### src/rtl/fir_pkg.sv
// fir_pkg: shared definitions for the symmetric multi-channel FIR engine.
//   - DEF_COEF     : power-up / reset coefficient table (unique half, index 0..10)
//   - state_e      : engine FSM states
//   - clog2        : ceiling log2 usable in parameter expressions
//   - acc_width    : accumulator width that cannot overflow for H terms
//   - default_coef : table lookup returning 0 beyond the table
package fir_pkg;

  localparam int DEF_NCOEF = 11;
  localparam int DEF_COEF [DEF_NCOEF] = '{2, 10, 16, 28, 43, 60, 78, 95, 111, 122, 128};

  typedef enum logic [1:0] {
    S_IDLE  = 2'd0,
    S_SHIFT = 2'd1,
    S_MAC   = 2'd2,
    S_OUT   = 2'd3
  } state_e;

  function automatic int clog2(input int v);
    int r;
    r = 0;
    while ((1 << r) < v) r++;
    return r;
  endfunction

  // Pre-add grows one bit, the product adds CW bits and H accumulations add clog2(H).
  function automatic int acc_width(input int dw, input int cw, input int h);
    return dw + 1 + cw + clog2(h);
  endfunction

  function automatic int default_coef(input int idx);
    if (idx >= 0 && idx < DEF_NCOEF) return DEF_COEF[idx];
    return 0;
  endfunction

endpackage

### src/rtl/fir_preadd_mac.sv
// fir_preadd_mac: one pre-add / multiply / accumulate term per enabled cycle.
//   clk_i, rst_ni : clock, synchronous active-low reset
//   clr_i         : zero the accumulator (has priority over en_i)
//   en_i          : add coef_i * (xa_i + xb_i) to the accumulator
//   xa_i, xb_i    : the two mirrored delay-line taps (unsigned)
//   coef_i        : shared coefficient for that tap pair (unsigned)
//   acc_o         : registered accumulator
module fir_preadd_mac #(
  parameter int DW   = 8,
  parameter int CW   = 8,
  parameter int ACCW = 21
) (
  input  logic            clk_i,
  input  logic            rst_ni,
  input  logic            clr_i,
  input  logic            en_i,
  input  logic [DW-1:0]   xa_i,
  input  logic [DW-1:0]   xb_i,
  input  logic [CW-1:0]   coef_i,
  output logic [ACCW-1:0] acc_o
);

  logic [DW:0]      pre;
  logic [DW+CW:0]   prod;
  logic [ACCW-1:0]  acc_q;
  logic [ACCW-1:0]  acc_d;

  assign pre  = {1'b0, xa_i} + {1'b0, xb_i};
  assign prod = {{CW{1'b0}}, pre} * {{(DW+1){1'b0}}, coef_i};

  always_comb begin
    acc_d = acc_q;
    if (clr_i)     acc_d = '0;
    else if (en_i) acc_d = acc_q + ACCW'(prod);
  end

  always_ff @(posedge clk_i) begin
    if (!rst_ni) acc_q <= '0;
    else         acc_q <= acc_d;
  end

  assign acc_o = acc_q;

endmodule

### src/rtl/fir_sym_mc.sv
// fir_sym_mc: time-multiplexed symmetric FIR, one delay line per channel,
// one shared pre-add/MAC datapath, run-time programmable coefficients.
//   CLK_Filter, rst_n    : clock, synchronous active-low reset
//   in_valid/in_ready    : sample handshake; in_ch/in_data carry the sample
//   coef_we/addr/wdata   : coefficient write (taken only while idle)
//   clr                  : zero every delay line (taken only while idle)
//   out_valid            : one-cycle strobe with out_ch/out_data
//   bad_ch               : sticky, an out-of-range channel was presented
//   dbg_state            : current FSM state for observation
// Handshake: a sample transfers on a rising edge where in_valid and in_ready
// are both 1. in_ready is 1 only in IDLE; the source holds in_valid and the
// sample stable until the transfer. An out-of-range channel still transfers
// (is consumed) but is dropped and only sets bad_ch.
module fir_sym_mc
  import fir_pkg::*;
#(
  parameter  int NCH   = 2,
  parameter  int NTAPS = 22,
  parameter  int DW    = 8,
  parameter  int CW    = 8,
  localparam int H     = NTAPS / 2,
  localparam int CHW   = (clog2(NCH) > 1) ? clog2(NCH) : 1,
  localparam int KW    = clog2(H),
  localparam int ACCW  = acc_width(DW, CW, H)
) (
  input  logic            CLK_Filter,
  input  logic            rst_n,
  input  logic            in_valid,
  output logic            in_ready,
  input  logic [CHW-1:0]  in_ch,
  input  logic [DW-1:0]   in_data,
  input  logic            coef_we,
  input  logic [KW-1:0]   coef_addr,
  input  logic [CW-1:0]   coef_wdata,
  input  logic            clr,
  output logic            out_valid,
  output logic [CHW-1:0]  out_ch,
  output logic [ACCW-1:0] out_data,
  output logic            bad_ch,
  output state_e          dbg_state
);

  state_e           state_q, state_d;
  logic [CHW-1:0]   ch_q;
  logic [DW-1:0]    smp_q;
  logic [KW-1:0]    k_q;
  logic             out_valid_q;
  logic [CHW-1:0]   out_ch_q;
  logic [ACCW-1:0]  out_data_q;
  logic             bad_ch_q;
  logic [CW-1:0]    coef_q [H];
  logic [DW-1:0]    x_q [NCH][NTAPS];

  logic             accept;
  logic             take;
  logic             last_k;
  logic [ACCW-1:0]  acc;
  logic [DW-1:0]    line [NTAPS];
  logic [DW-1:0]    xa, xb;
  logic [CW-1:0]    cf;

  // Per-encoding "channel exists" table, so the range check never compares
  // in_ch against a constant it cannot reach.
  logic [(1<<CHW)-1:0] ch_ok;
  for (genvar g = 0; g < (1 << CHW); g++) begin : g_ch_ok
    assign ch_ok[g] = (g < NCH);
  end

  assign in_ready = (state_q == S_IDLE);
  assign accept   = in_valid & in_ready;
  assign take     = accept & ch_ok[in_ch];
  assign last_k   = (k_q == KW'(H - 1));

  always_comb begin
    state_d = state_q;
    case (state_q)
      S_IDLE:  if (take) state_d = S_SHIFT;
      S_SHIFT: state_d = S_MAC;
      S_MAC:   if (last_k) state_d = S_OUT;
      S_OUT:   state_d = S_IDLE;
      default: state_d = S_IDLE;
    endcase
  end

  always_ff @(posedge CLK_Filter) begin
    if (!rst_n) begin
      state_q     <= S_IDLE;
      ch_q        <= '0;
      smp_q       <= '0;
      k_q         <= '0;
      out_valid_q <= 1'b0;
      out_ch_q    <= '0;
      out_data_q  <= '0;
      bad_ch_q    <= 1'b0;
    end else begin
      state_q     <= state_d;
      out_valid_q <= 1'b0;
      if (take) begin
        ch_q  <= in_ch;
        smp_q <= in_data;
      end
      if (accept && !ch_ok[in_ch]) bad_ch_q <= 1'b1;
      if (state_q == S_SHIFT)              k_q <= '0;
      else if (state_q == S_MAC && !last_k) k_q <= k_q + 1'b1;
      if (state_q == S_OUT) begin
        out_valid_q <= 1'b1;
        out_ch_q    <= ch_q;
        out_data_q  <= acc;
      end
    end
  end

  // Writes land on the accept edge, so a same-edge sample (first used two
  // edges later in MAC) already sees the new value.
  always_ff @(posedge CLK_Filter) begin
    if (!rst_n) begin
      for (int i = 0; i < H; i++) coef_q[i] <= CW'(default_coef(i));
    end else if (state_q == S_IDLE && coef_we) begin
      for (int i = 0; i < H; i++)
        if (coef_addr == KW'(i)) coef_q[i] <= coef_wdata;
    end
  end

  // clr acts in IDLE while the shift happens one edge later in SHIFT, so a
  // sample accepted together with clr enters a zeroed line.
  always_ff @(posedge CLK_Filter) begin
    if (!rst_n || (state_q == S_IDLE && clr)) begin
      for (int c = 0; c < NCH; c++)
        for (int t = 0; t < NTAPS; t++) x_q[c][t] <= '0;
    end else if (state_q == S_SHIFT) begin
      for (int c = 0; c < NCH; c++) begin
        if (ch_q == CHW'(c)) begin
          x_q[c][0] <= smp_q;
          for (int t = 1; t < NTAPS; t++) x_q[c][t] <= x_q[c][t-1];
        end
      end
    end
  end

  // Select the active channel's line, then the mirrored tap pair for term k.
  always_comb begin
    line = x_q[0];
    for (int c = 1; c < NCH; c++)
      if (ch_q == CHW'(c)) line = x_q[c];
    xa = '0;
    xb = '0;
    cf = '0;
    for (int i = 0; i < H; i++) begin
      if (k_q == KW'(i)) begin
        xa = line[i];
        xb = line[NTAPS-1-i];
        cf = coef_q[i];
      end
    end
  end

  fir_preadd_mac #(
    .DW   (DW),
    .CW   (CW),
    .ACCW (ACCW)
  ) u_mac (
    .clk_i  (CLK_Filter),
    .rst_ni (rst_n),
    .clr_i  (state_q == S_SHIFT),
    .en_i   (state_q == S_MAC),
    .xa_i   (xa),
    .xb_i   (xb),
    .coef_i (cf),
    .acc_o  (acc)
  );

  assign out_valid = out_valid_q;
  assign out_ch    = out_ch_q;
  assign out_data  = out_data_q;
  assign bad_ch    = bad_ch_q;
  assign dbg_state = state_q;

endmodule

### config.mk
export PLATFORM = sky130hd
export DESIGN_NAME = fir_sym_mc
export DESIGN_NICKNAME = d
export VERILOG_FILES = /design/src/rtl/fir_pkg.sv /design/src/rtl/fir_preadd_mac.sv /design/src/rtl/fir_sym_mc.sv
export SDC_FILE = /design/constraint.sdc
export NUM_CORES = 1
export LEC_CHECK = 0
export BUFFER_PORTS_ARGS = -buffer_cell sky130_fd_sc_hd__buf_2
export CORE_ASPECT_RATIO = 1.75
export CORE_MARGIN = 5
export CORE_UTILIZATION = 57
export DETAILED_ROUTE_END_ITERATION = 7
export MAX_ROUTING_LAYER = met4
export PLACE_DENSITY_LB_ADDON = 0.08
export SYNTH_ARGS = -nofsm -noshare
export SYNTH_HDL_FRONTEND = slang
export SYNTH_HIERARCHICAL = 1
export SYNTH_SLANG_ARGS = --single-unit
### constraint.sdc
create_clock -name CLK_Filter -period 13.3 [get_ports CLK_Filter]
set_clock_uncertainty 0.15 [all_clocks]
set_input_delay 2.66 -clock CLK_Filter [delete_from_list [all_inputs] [get_ports CLK_Filter]]
set_output_delay 2.66 -clock CLK_Filter [all_outputs]
set_load 0.02 [all_outputs]
==> flow_metrics.env, run 1 <==
export IMPL_critical_path_startpoint_type="flop"
export IMPL_clkTransAtPathRegs_ns=0.06
export IMPL_yosys_area_top_type_share_pct=50.4
export IMPL_power_switching_mw=3.01
export IMPL_synthesis_instances=2241
export IMPL_global_route_overflow_total=0
export IMPL_p_int_mw=4.18
export IMPL_drt_wl_total_mm=66.6
export IMPL_synth_enable_flop_cells=440
export IMPL_crit_path_end_kind="flop"
export IMPL_crit_path_frequent_cell="fa_1"
export IMPL_worst_hold_path_endpoint="smp_q[2]"
export IMPL_n_fill_cell=3677
export IMPL_post_cts_resized=0
export IMPL_crit_required_ns=13.64
export IMPL_fp_dieArea_um2=50600
export IMPL_worstRegToRegCells=30
export IMPL_yosysSeqAreaShare_pct=54.9
export IMPL_switching_share_pct=41.9
export IMPL_clock_insertion_delay_worst_skew_ns=0.58
export IMPL_timing_setup_tns_ns=0
export IMPL_synth_top_cells_by_area="edfxtp_1 50%, and3_1 7.5%, mux2i_1 5.8%"
export IMPL_clock_fmax_mhz=115
export IMPL_min_path_type="reg -> reg"
export IMPL_clock_power_share_pct=18.3
export IMPL_setup_reg_to_reg_worst_slack_ns=4.59
export IMPL_worst_hold_stages=2
export IMPL_grt_pass1_wl_mm=103
export IMPL_detailed_place_hpwl_mm=42.7
export IMPL_postSynth_topFlopCell="edfxtp_1"
export IMPL_hold_startpoint="smp_q[2]"
export IMPL_worstReg2RegEnd="u_mac/acc_o[20]"
export IMPL_cts_hold_buf=0
export IMPL_route_detailed_wl_per_inst_um=23.5
export IMPL_drive_gt1_share_pct=10.2
export IMPL_finalMaxSlewViolations=0
export IMPL_fin_area_um2=28200
export IMPL_ys_types=81
export IMPL_ir_worst_vdd_uv=364
export IMPL_via_count=17522
export IMPL_total_standard_cell_area_after_synthesis_um2=26200
export IMPL_cts_buffer_depth=3
export IMPL_dieWidth_um=172
export IMPL_netlist_top_cells_count="440 x edfxtp_1, 313 x and3_1, 153 x mux2i_1"
export IMPL_vias_in_the_first_global_route=18029
export IMPL_power_per_cell_area_nw_per_um2=255
export IMPL_routed_vias_inst=6.19
export IMPL_tritoncts_sinks=499
export IMPL_critPathMaxStageDelay_ns=0.84
export IMPL_share_comb_of_total_power_pct=49.9
export IMPL_cts_max_level=2
export IMPL_worstSetupPathType="reg -> reg"
export IMPL_detail_route_iter0_violations=1305
export IMPL_critPathTopFamily="adder cells"
export IMPL_area_growth_syn_to_layout_pct=7.71
export IMPL_synthMostInstantiatedCell="edfxtp_1"
export IMPL_synth_fp_nets=2383
export IMPL_drtAntennaViolNets=0
export IMPL_yosysTopAreaCell="edfxtp_1"
export IMPL_row_count=104
export IMPL_final_core_utilization_pct=61.7
export IMPL_grt_setup_unrepaired="no"
export IMPL_timing_critical_path_slowest_stage_cell="nor2_1"
export IMPL_synth_warnings=6
export IMPL_seq_power_share_pct=31.8
export IMPL_fin_hold_ws_ns=0.322
export IMPL_die_height_um=294
export IMPL_critPathArrivalTime_ns=9.06
export IMPL_core_region_area_um2=45800
export IMPL_grt_max_degree=177
export IMPL_report_final_setup_viol=0
export IMPL_remaining_drc_errors=0
export IMPL_cts_inserted_buffers=47
export IMPL_timing_final_crit_share_pct=65.5
export IMPL_synth_async_reset_ratio_pct=0
export IMPL_period_minus_slack_ns=8.71
export IMPL_ffs_latches_synth=499
export IMPL_initial_antenna_violation_count=0
export IMPL_final_report_hold_violation_count=0
export IMPL_placement_io_buffers=51
export IMPL_regToRegStartpoint="k_q[1]"
export IMPL_num_io_pins=53
export IMPL_global_route_usage_total_pct=26.9
export IMPL_outcome="complete, no violations"
export IMPL_p_total_mw=7.20
export IMPL_number_of_nets_in_the_layout=2352
export IMPL_clock_root_buffer="clkbuf_16"
export IMPL_relSlewSlack_pct=30.1
export IMPL_cts_tree="done"
export IMPL_maxCapViolCount=0
export IMPL_routabilityCongestion=0.944
export IMPL_power_static_leakage_nw=11.7
export IMPL_post_cts_setup_buffer_count=0
export IMPL_detail_route_first_pass_iterations=5
export IMPL_postSynthAreaPerCell_um2=11.7
export IMPL_buffers_and_inverters_on_the_worst_path=5
export IMPL_starting_utilization_of_the_core_area_pct=57.2
export IMPL_tightest_slew_ns=1.05
export IMPL_biggest_fanout_along_the_worst_timing_path=18
export IMPL_place_area_um2=26800
-- worst max path at each step --
stage,endpoint,depth (start not counted),start
after floorplan,x_q[0][0],6,ch_q
after global placement,u_mac/acc_o[17],29,ch_q
after detailed placement,u_mac/acc_o[20],30,k_q[1]
after CTS,u_mac/acc_o[20],30,k_q[1]
after global routing,u_mac/acc_o[15],31,k_q[1]
final,u_mac/acc_o[20],30,k_q[1]
-- registers in the layout, indices dropped and copies added (netlist names) --
register,cells
coef_q,88
out_data,21
dbg_state,2
u_mac/acc_o,21
out_ch,1
ch_q,1
k_q,4
smp_q,8
x_q,352
out_valid,1
-- per-layer routing --
metal | up-vias | wire length, um | global-route usage [%]
met4 | 0 | 3660 | 12.7
met5 | - | 0 | -
met1 | 8758 | 25300 | 31.5
met2 | 500 | 34800 | 46.0
met3 | 168 | 2760 | 3.02
li1 | 8096 | - | -
-- metrics by stage --
stage                     instances  setup WS, ns
final                          2830          4.59
after global routing           2829          4.08
after global placement         2744          4.90
after CTS                      2829          4.66
after detailed placement       2744          4.75
after floorplan                2241          3.55
-- kinds of logic (layout without fill, tap and decap cells) --
logic type | count (synthesis) | after routing | share of synthesized area, %
buffers and inverters | 283 | 288 | 4.52
flip-flops | 499 | 499 | 54.9
adder cells (fa/ha/maj) | 116 | 116 | 7.20
multiplexers | 182 | 182 | 7.09
AND/OR/NAND/NOR | 823 | 823 | 17.1
AO/OA/AOI/OAI | 319 | 319 | 8.56
other | 1 | 2 | 0.0143
XOR/XNOR | 18 | 18 | 0.601
-- final cells by class --
cell class	count	area (um2)	area share (%)
multi-input cells	1459	10700	37.8
repair buffers	80	498	1.76
clock inverters	14	128	0.452
well taps	583	729	2.58
inverters	123	462	1.63
diodes	1	2.50	0.00886
clock buffers	71	1340	4.75
flip-flops and latches	499	14400	51.0
-- power by group through the flow --
stage | Clock (mW) | Sequential (mW) | Combinational (mW)
3_3_place_gp | 0 | 2.31 | 3.53
3_5_place_dp | 0 | 2.31 | 3.57
2_1_floorplan | 0 | 2.30 | 2.71
4_1_cts | 1.34 | 2.28 | 3.62
5_1_grt | 1.40 | 2.32 | 4.06
6_report | 1.32 | 2.29 | 3.59
-- worst register-to-register path, delay by kind of cell (launching register included) --
kind,cells,cell delay [ns]
compound gates,9,1.45
flops,1,0.35
buf+inv,5,0.60
fa+ha+maj,8,3.51
simple gates,8,2.56
-- placed cells by master, fill, tap and decap left out, types with 51 or more instances in the layout --
master	n
fa_1	58
edfxtp_1	440
mux2i_1	153
a21oi_1	72
and3_1	313
inv_1	123
buf_2	51
nor2_1	150
nand2_1	133
ha_1	57
dfxtp_1	58
Note: power is estimated with default switching activity, not from simulation.
==> run 2, diff against run 1 <==
==> constraint.sdc (replaced) <==
create_clock -name CLK_Filter -period 7.2 [get_ports CLK_Filter]
set_clock_uncertainty 0.15 [all_clocks]
set_input_delay 1.44 -clock CLK_Filter [delete_from_list [all_inputs] [get_ports CLK_Filter]]
set_output_delay 1.44 -clock CLK_Filter [all_outputs]
set_load 0.02 [all_outputs]
==> run 2 against run 1 <==
The flow now finishes with violations (setup timing). Global-route usage rose by 1.2 points. Largest power group unchanged. Hold slack gained 0.00093 ns. Design area grew 7.5%. Setup slack worse by 4.7 ns. Sequential cell count unchanged. Sequential share of layout area down 3.6 points. Combinational power grew to 2.8 times the previous value. Clock power up 86%. Via count increased by 5.0%. Critical path depth grew 2. First-iteration DRC count is 0.38% higher. Largest cell class unchanged. Die area unchanged.
==> flow_metrics.env, run 2 (same netlist as run 1, synthesis figures left out) <==
export IMPL_outcome="finished with violations"
export IMPL_failed_checks="setup timing"
export IMPL_cts_tree="done"
export IMPL_global_route_usage_total_pct=28.1
export IMPL_vias_in_the_first_global_route=19404
export IMPL_drt_wl_total_mm=69.4
export IMPL_cts_hold_buf=0
export IMPL_p_total_mw=16.7
export IMPL_drtAntennaViolNets=0
export IMPL_crit_path_end_kind="flop"
export IMPL_largest_registers="x_q x352, coef_q x88"
export IMPL_num_io_pins=53
export IMPL_initial_antenna_violation_count=0
export IMPL_grt_pass1_wl_mm=108
export IMPL_crit_path_frequent_cell="fa_1"
export IMPL_registers_top_by_ff_count="x_q"
export IMPL_report_final_setup_viol=4
export IMPL_remaining_drc_errors=0
export IMPL_row_count=104
export IMPL_num_antenna_cells=0
export IMPL_finalMaxSlewViolations=0
export IMPL_placement_io_buffers=51
export IMPL_commonest_non_fill_non_tap_cell_in_the_layout="edfxtp_1"
export IMPL_routed_vias_inst=6.13
export IMPL_area_growth_syn_to_layout_pct=15.8
export IMPL_grt_max_degree=108
export IMPL_fin_area_um2=30400
export IMPL_dieWidth_um=172
export IMPL_min_path_type="reg -> reg"
export IMPL_fp_dieArea_um2=50600
export IMPL_layout_cells_most_common_list="440 x edfxtp_1, 308 x and3_1, 176 x buf_4"
export IMPL_drive_gt1_share_pct=20.7
export IMPL_power_per_cell_area_nw_per_um2=548
export IMPL_timing_final_crit_share_pct=101
export IMPL_crit_required_ns=7.51
export IMPL_global_route_overflow_total=0
export IMPL_post_route_worst_setup_slack_ns=-0.0932
export IMPL_clock_insertion_delay_worst_skew_ns=0.59
export IMPL_tritoncts_sinks=499
export IMPL_final_report_hold_violation_count=0
export IMPL_detail_route_first_pass_iterations=8
export IMPL_cts_inserted_buffers=47
export IMPL_ir_worst_vdd_uv=1240
export IMPL_detail_route_iter0_violations=1310
export IMPL_critical_path_startpoint_type="flop"
export IMPL_biggest_fanout_along_the_worst_timing_path=6
export IMPL_number_of_nets_in_the_layout=2525
export IMPL_core_region_area_um2=45800
export IMPL_route_detailed_wl_per_inst_um=23.1
export IMPL_grt_setup_unrepaired="yes"
export IMPL_clock_root_buffer="clkbuf_16"
export IMPL_critPathMaxStageDelay_ns=0.52
export IMPL_relSlewSlack_pct=21.0
export IMPL_die_height_um=294
export IMPL_period_minus_slack_ns=7.29
export IMPL_cts_buffer_depth=3
export IMPL_largest_reg_flops=352
export IMPL_via_count=18403
export IMPL_clkTransAtPathRegs_ns=0.06
export IMPL_place_area_um2=28000
export IMPL_starting_utilization_of_the_core_area_pct=57.2
export IMPL_detailed_place_hpwl_mm=47.3
export IMPL_power_static_leakage_nw=12.7
export IMPL_maxCapViolCount=0
export IMPL_timing_critical_path_slowest_stage_cell="fa_1"
export IMPL_routabilityCongestion=0.915
export IMPL_clock_fmax_mhz=137
export IMPL_tightest_slew_ns=1.18
export IMPL_worstSetupPathType="reg -> reg"
export IMPL_critPathArrivalTime_ns=7.60
export IMPL_cts_max_level=2
[run 2: cell types whose count changed in the layout (fill, tap and decap cells not counted), moves of 6 or more]
| cell | delta |
|---|---|
| a21oi_1 | -8 |
| and3_4 | +6 |
| buf_12 | +9 |
| buf_4 | +149 |
| buf_6 | +13 |
| clkbuf_1 | -11 |
| ha_1 | -15 |
| ha_4 | +13 |
| inv_1 | -10 |
| inv_2 | +9 |
| nor2_1 | -6 |
| o21ai_0 | -6 |
[run 2: repair_timing]
action / 4_1_cts / 5_1_grt
setup buffers: 15 / 9
hold endpoints to repair: 0 / 0
endpoints found under the setup margin: 13 / 13
pin swaps: 75 / 55
gates resized for setup: 101 / 51
[run 2: power breakdown]
part	leakage (nW)	switching, mW	internal [mW]
logic	6.82	5.47	4.52
clock network	0.714	1.10	1.35
registers	5.12	0.319	3.89
total	12.7	6.89	9.76
[run 2: area by class of cell]
cell class | count | area (um2)
clock buffer | 54 | 1200
sequential | 499 | 14400
multi-input combinational | 1459 | 11300
fill | 3556 | 15400
inverter | 123 | 464
timing repair buffer | 253 | 1970
tap | 583 | 729
clock inverter | 31 | 278
[run 2: final timing paths]
| check | slack (ns) | start | cells past startpoint | to |
|---|---|---|---|---|
| hold reg to reg | 0.32 | smp_q[0] | 2 | smp_q[0] |
| setup / recovery | -0.09 | k_q[1] | 32 | u_mac/acc_o[18] |
| setup reg to reg | -0.09 | k_q[1] | 32 | u_mac/acc_o[18] |
| hold / removal | 0.32 | smp_q[0] | 2 | smp_q[0] |
[run 2: worst max-delay path: cells and delay by family, from the launching register on]
kind	cells	cell delay [ns]
AO/OA/AOI/OAI	7	1.34
AND/OR/NAND/NOR	9	1.58
adder cells (fa/ha/maj)	8	3.08
buffers and inverters	8	0.68
flip-flops	1	0.34
[run 2: layer usage]
metal / track usage (%) / part of all wire (%)
met5: - / 0
met4: 14.5 / 6.0
met3: 3.12 / 4.5
met2: 49.0 / 53
met1: 31.5 / 36
[run 2: stage by stage]
| stage | TNS [ns] | hold WS [ns] | std cells | worst slack, ns | util (%) |
|---|---|---|---|---|---|
| finish | -0.221 | 0.323 | 3002 | -0.0932 | 66.3 |
| global route | -2.18 | 0.347 | 3002 | -0.257 | 66.3 |
| CTS | -0.0944 | 0.326 | 2993 | -0.0944 | 65.7 |
| detailed placement | -5.06 | 0.319 | 2895 | -0.534 | 61.2 |
| global placement | -3.46 | 0.311 | 2895 | -0.428 | 61.2 |
| floorplan | 0 | 0.294 | 2241 | 0.0137 | - |
==> run 3, diff against run 2 <==
--- a/config.mk
+++ b/config.mk
@@ -5,13 +5,15 @@
 export SDC_FILE = /design/constraint.sdc
 export NUM_CORES = 1
 export LEC_CHECK = 0
-export BUFFER_PORTS_ARGS = -buffer_cell sky130_fd_sc_hd__buf_2
+export CAP_MARGIN = 0
 export CORE_ASPECT_RATIO = 1.75
 export CORE_MARGIN = 5
-export CORE_UTILIZATION = 57
+export CORE_UTILIZATION = 58
 export DETAILED_ROUTE_END_ITERATION = 7
+export DONT_BUFFER_PORTS = 1
 export MAX_ROUTING_LAYER = met4
 export PLACE_DENSITY_LB_ADDON = 0.08
+export RECOVER_POWER = 100
 export SYNTH_ARGS = -nofsm -noshare
 export SYNTH_HDL_FRONTEND = slang
 export SYNTH_HIERARCHICAL = 1
==> run 3 against run 2 <==
The run ends with capacitance limit, slew limit, setup timing left. Sequential share of layout area increased by 0.31 points. Hold slack worse by 0.0030 ns. Critical path depth shrank 3. Core utilization grew 0.79 points. Sequential cell count is the same. First-iteration DRC count increased by 4.2%. Die area down 1.6%. Clock-buffer cell count is 6 higher. Non-clock buffer count fell by 30. Sequential power about the same. Power is 1.2% lower. Critical endpoint is now u_mac/acc_o[20]. Largest cell class unchanged. Highest routed layer unchanged.
==> flow_metrics.env, run 3 (same netlist as run 1, synthesis figures left out) <==
export IMPL_placement_io_buffers=0
export IMPL_power_per_cell_area_nw_per_um2=545
export IMPL_grt_max_degree=179
export IMPL_number_of_nets_in_the_layout=2495
export IMPL_timing_final_crit_share_pct=101
export IMPL_drive_gt1_share_pct=19.1
export IMPL_drt_wl_total_mm=70.2
export IMPL_vias_in_the_first_global_route=19427
export IMPL_routabilityCongestion=0.925
export IMPL_outcome="finished with violations"
export IMPL_n_fill_cell=3327
export IMPL_cts_hold_buf=0
export IMPL_clock_root_buffer="clkbuf_16"
export IMPL_clkTransAtPathRegs_ns=0.07
export IMPL_dieWidth_um=171
export IMPL_critical_path_startpoint_type="flop"
export IMPL_detail_route_first_pass_iterations=7
export IMPL_layout_cells_most_common_list="440 x edfxtp_1, 306 x and3_1, 184 x buf_4"
export IMPL_detail_route_iter0_violations=1365
export IMPL_grt_pass1_wl_mm=108
export IMPL_period_minus_slack_ns=7.30
export IMPL_relSlewSlack_pct=-88.5
export IMPL_cts_inserted_buffers=46
export IMPL_cts_buffer_depth=3
export IMPL_worstSetupPathType="reg -> reg"
export IMPL_grt_setup_unrepaired="yes"
export IMPL_post_route_worst_setup_slack_ns=-0.103
export IMPL_clock_fmax_mhz=137
export IMPL_commonest_non_fill_non_tap_cell_in_the_layout="edfxtp_1"
export IMPL_min_path_type="reg -> reg"
export IMPL_power_static_leakage_nw=12.5
export IMPL_remaining_drc_errors=0
export IMPL_area_growth_syn_to_layout_pct=15.1
export IMPL_seqCellArea_um2=14400
export IMPL_starting_utilization_of_the_core_area_pct=58.3
export IMPL_largest_registers="x_q x352, coef_q x88"
export IMPL_core_region_area_um2=45000
export IMPL_num_io_pins=53
export IMPL_crit_path_end_kind="flop"
export IMPL_final_report_hold_violation_count=0
export IMPL_registers_top_by_ff_count="x_q"
export IMPL_tritoncts_sinks=499
export IMPL_tightest_slew_ns=2.83
export IMPL_failed_checks="capacitance limit, slew limit, setup timing"
export IMPL_critPathMaxStageDelay_ns=0.57
export IMPL_maxCapViolCount=9
export IMPL_timing_critical_path_slowest_stage_cell="fa_1"
export IMPL_crit_required_ns=7.54
export IMPL_initial_antenna_violation_count=1
export IMPL_p_total_mw=16.4
export IMPL_report_final_setup_viol=3
export IMPL_largest_reg_flops=352
export IMPL_detailed_place_hpwl_mm=47.2
export IMPL_route_detailed_wl_per_inst_um=23.7
export IMPL_row_count=103
export IMPL_cts_max_level=2
export IMPL_drtAntennaViolNets=0
export IMPL_biggest_fanout_along_the_worst_timing_path=7
export IMPL_global_route_usage_total_pct=28.6
export IMPL_routed_vias_inst=6.22
export IMPL_combined_area_of_the_multi_input_logic_cells_um2=11200
export IMPL_fp_dieArea_um2=49700
export IMPL_critPathArrivalTime_ns=7.64
export IMPL_fin_hold_ws_ns=0.320
export IMPL_cts_tree="done"
export IMPL_via_count=18451
export IMPL_ir_worst_vdd_uv=1050
export IMPL_finalMaxSlewViolations=541
export IMPL_global_route_overflow_total=0
export IMPL_die_height_um=291
export IMPL_clock_insertion_delay_worst_skew_ns=0.58
[run 3: final cells by class]
| class | count | area share, % |
|---|---|---|
| well taps | 577 | 2.39 |
| flip-flops and latches | 499 | 47.7 |
| repair buffers | 223 | 6.21 |
| clock inverters | 22 | 0.850 |
| diodes | 1 | 0.00829 |
| inverters | 123 | 1.55 |
| clock buffers | 60 | 3.99 |
| multi-input cells | 1460 | 37.3 |
[run 3: stage by stage]
step           instance area [um2]  setup TNS (ns)  setup WS (ns)  utilization, %  std cells
5_1_grt                      30200           -1.58         -0.280            67.1       2965
2_1_floorplan                26200               0         0.0137               -       2241
6_report                     30200          -0.255         -0.103            67.1       2965
3_3_place_gp                 27900           -3.67         -0.397            62.0       2854
4_1_cts                      29900         -0.0115        -0.0115            66.4       2951
3_5_place_dp                 27900           -5.15         -0.531            62.0       2854
[run 3: repair_timing]
action | in CTS | in global routing
resized for setup | 86 | 61
hold endpoints to repair | 0 | 0
setup buffers | 17 | 12
pin swaps | 65 | 34
cloned | 0 | 1
endpoints found under the setup margin | 14 | 13
[run 3: worst paths after layout]
| kind | startpoint | depth (start not counted) | slack, ns | end |
|---|---|---|---|---|
| max | k_q[0] | 29 | -0.10 | u_mac/acc_o[20] |
| min | smp_q[2] | 2 | 0.32 | smp_q[2] |
| max reg2reg | k_q[0] | 29 | -0.10 | u_mac/acc_o[20] |
| min reg2reg | smp_q[2] | 2 | 0.32 | smp_q[2] |
[run 3: power breakdown]
part           total (mW)  internal [mW]  switching (mW)
combinational        9.76           4.45            5.31
clock                2.45           1.36            1.09
sequential           4.24           3.91           0.325
[run 3: worst max-delay path, delay by kind of cell (launching register included)]
family | cells | cell delay (ns)
adder cells (fa/ha/maj) | 7 | 2.73
buffers and inverters | 6 | 0.66
flip-flops | 1 | 0.39
AO/OA/AOI/OAI | 9 | 1.58
AND/OR/NAND/NOR | 7 | 1.70
[run 3: layer usage]
layer	up-vias	part of all wire, %	track usage [%]
li1	8394	-	-
met1	9239	36	32.0
met2	589	53	50.6
met3	229	4.4	3.04
met4	0	6.2	13.5
met5	-	0	-
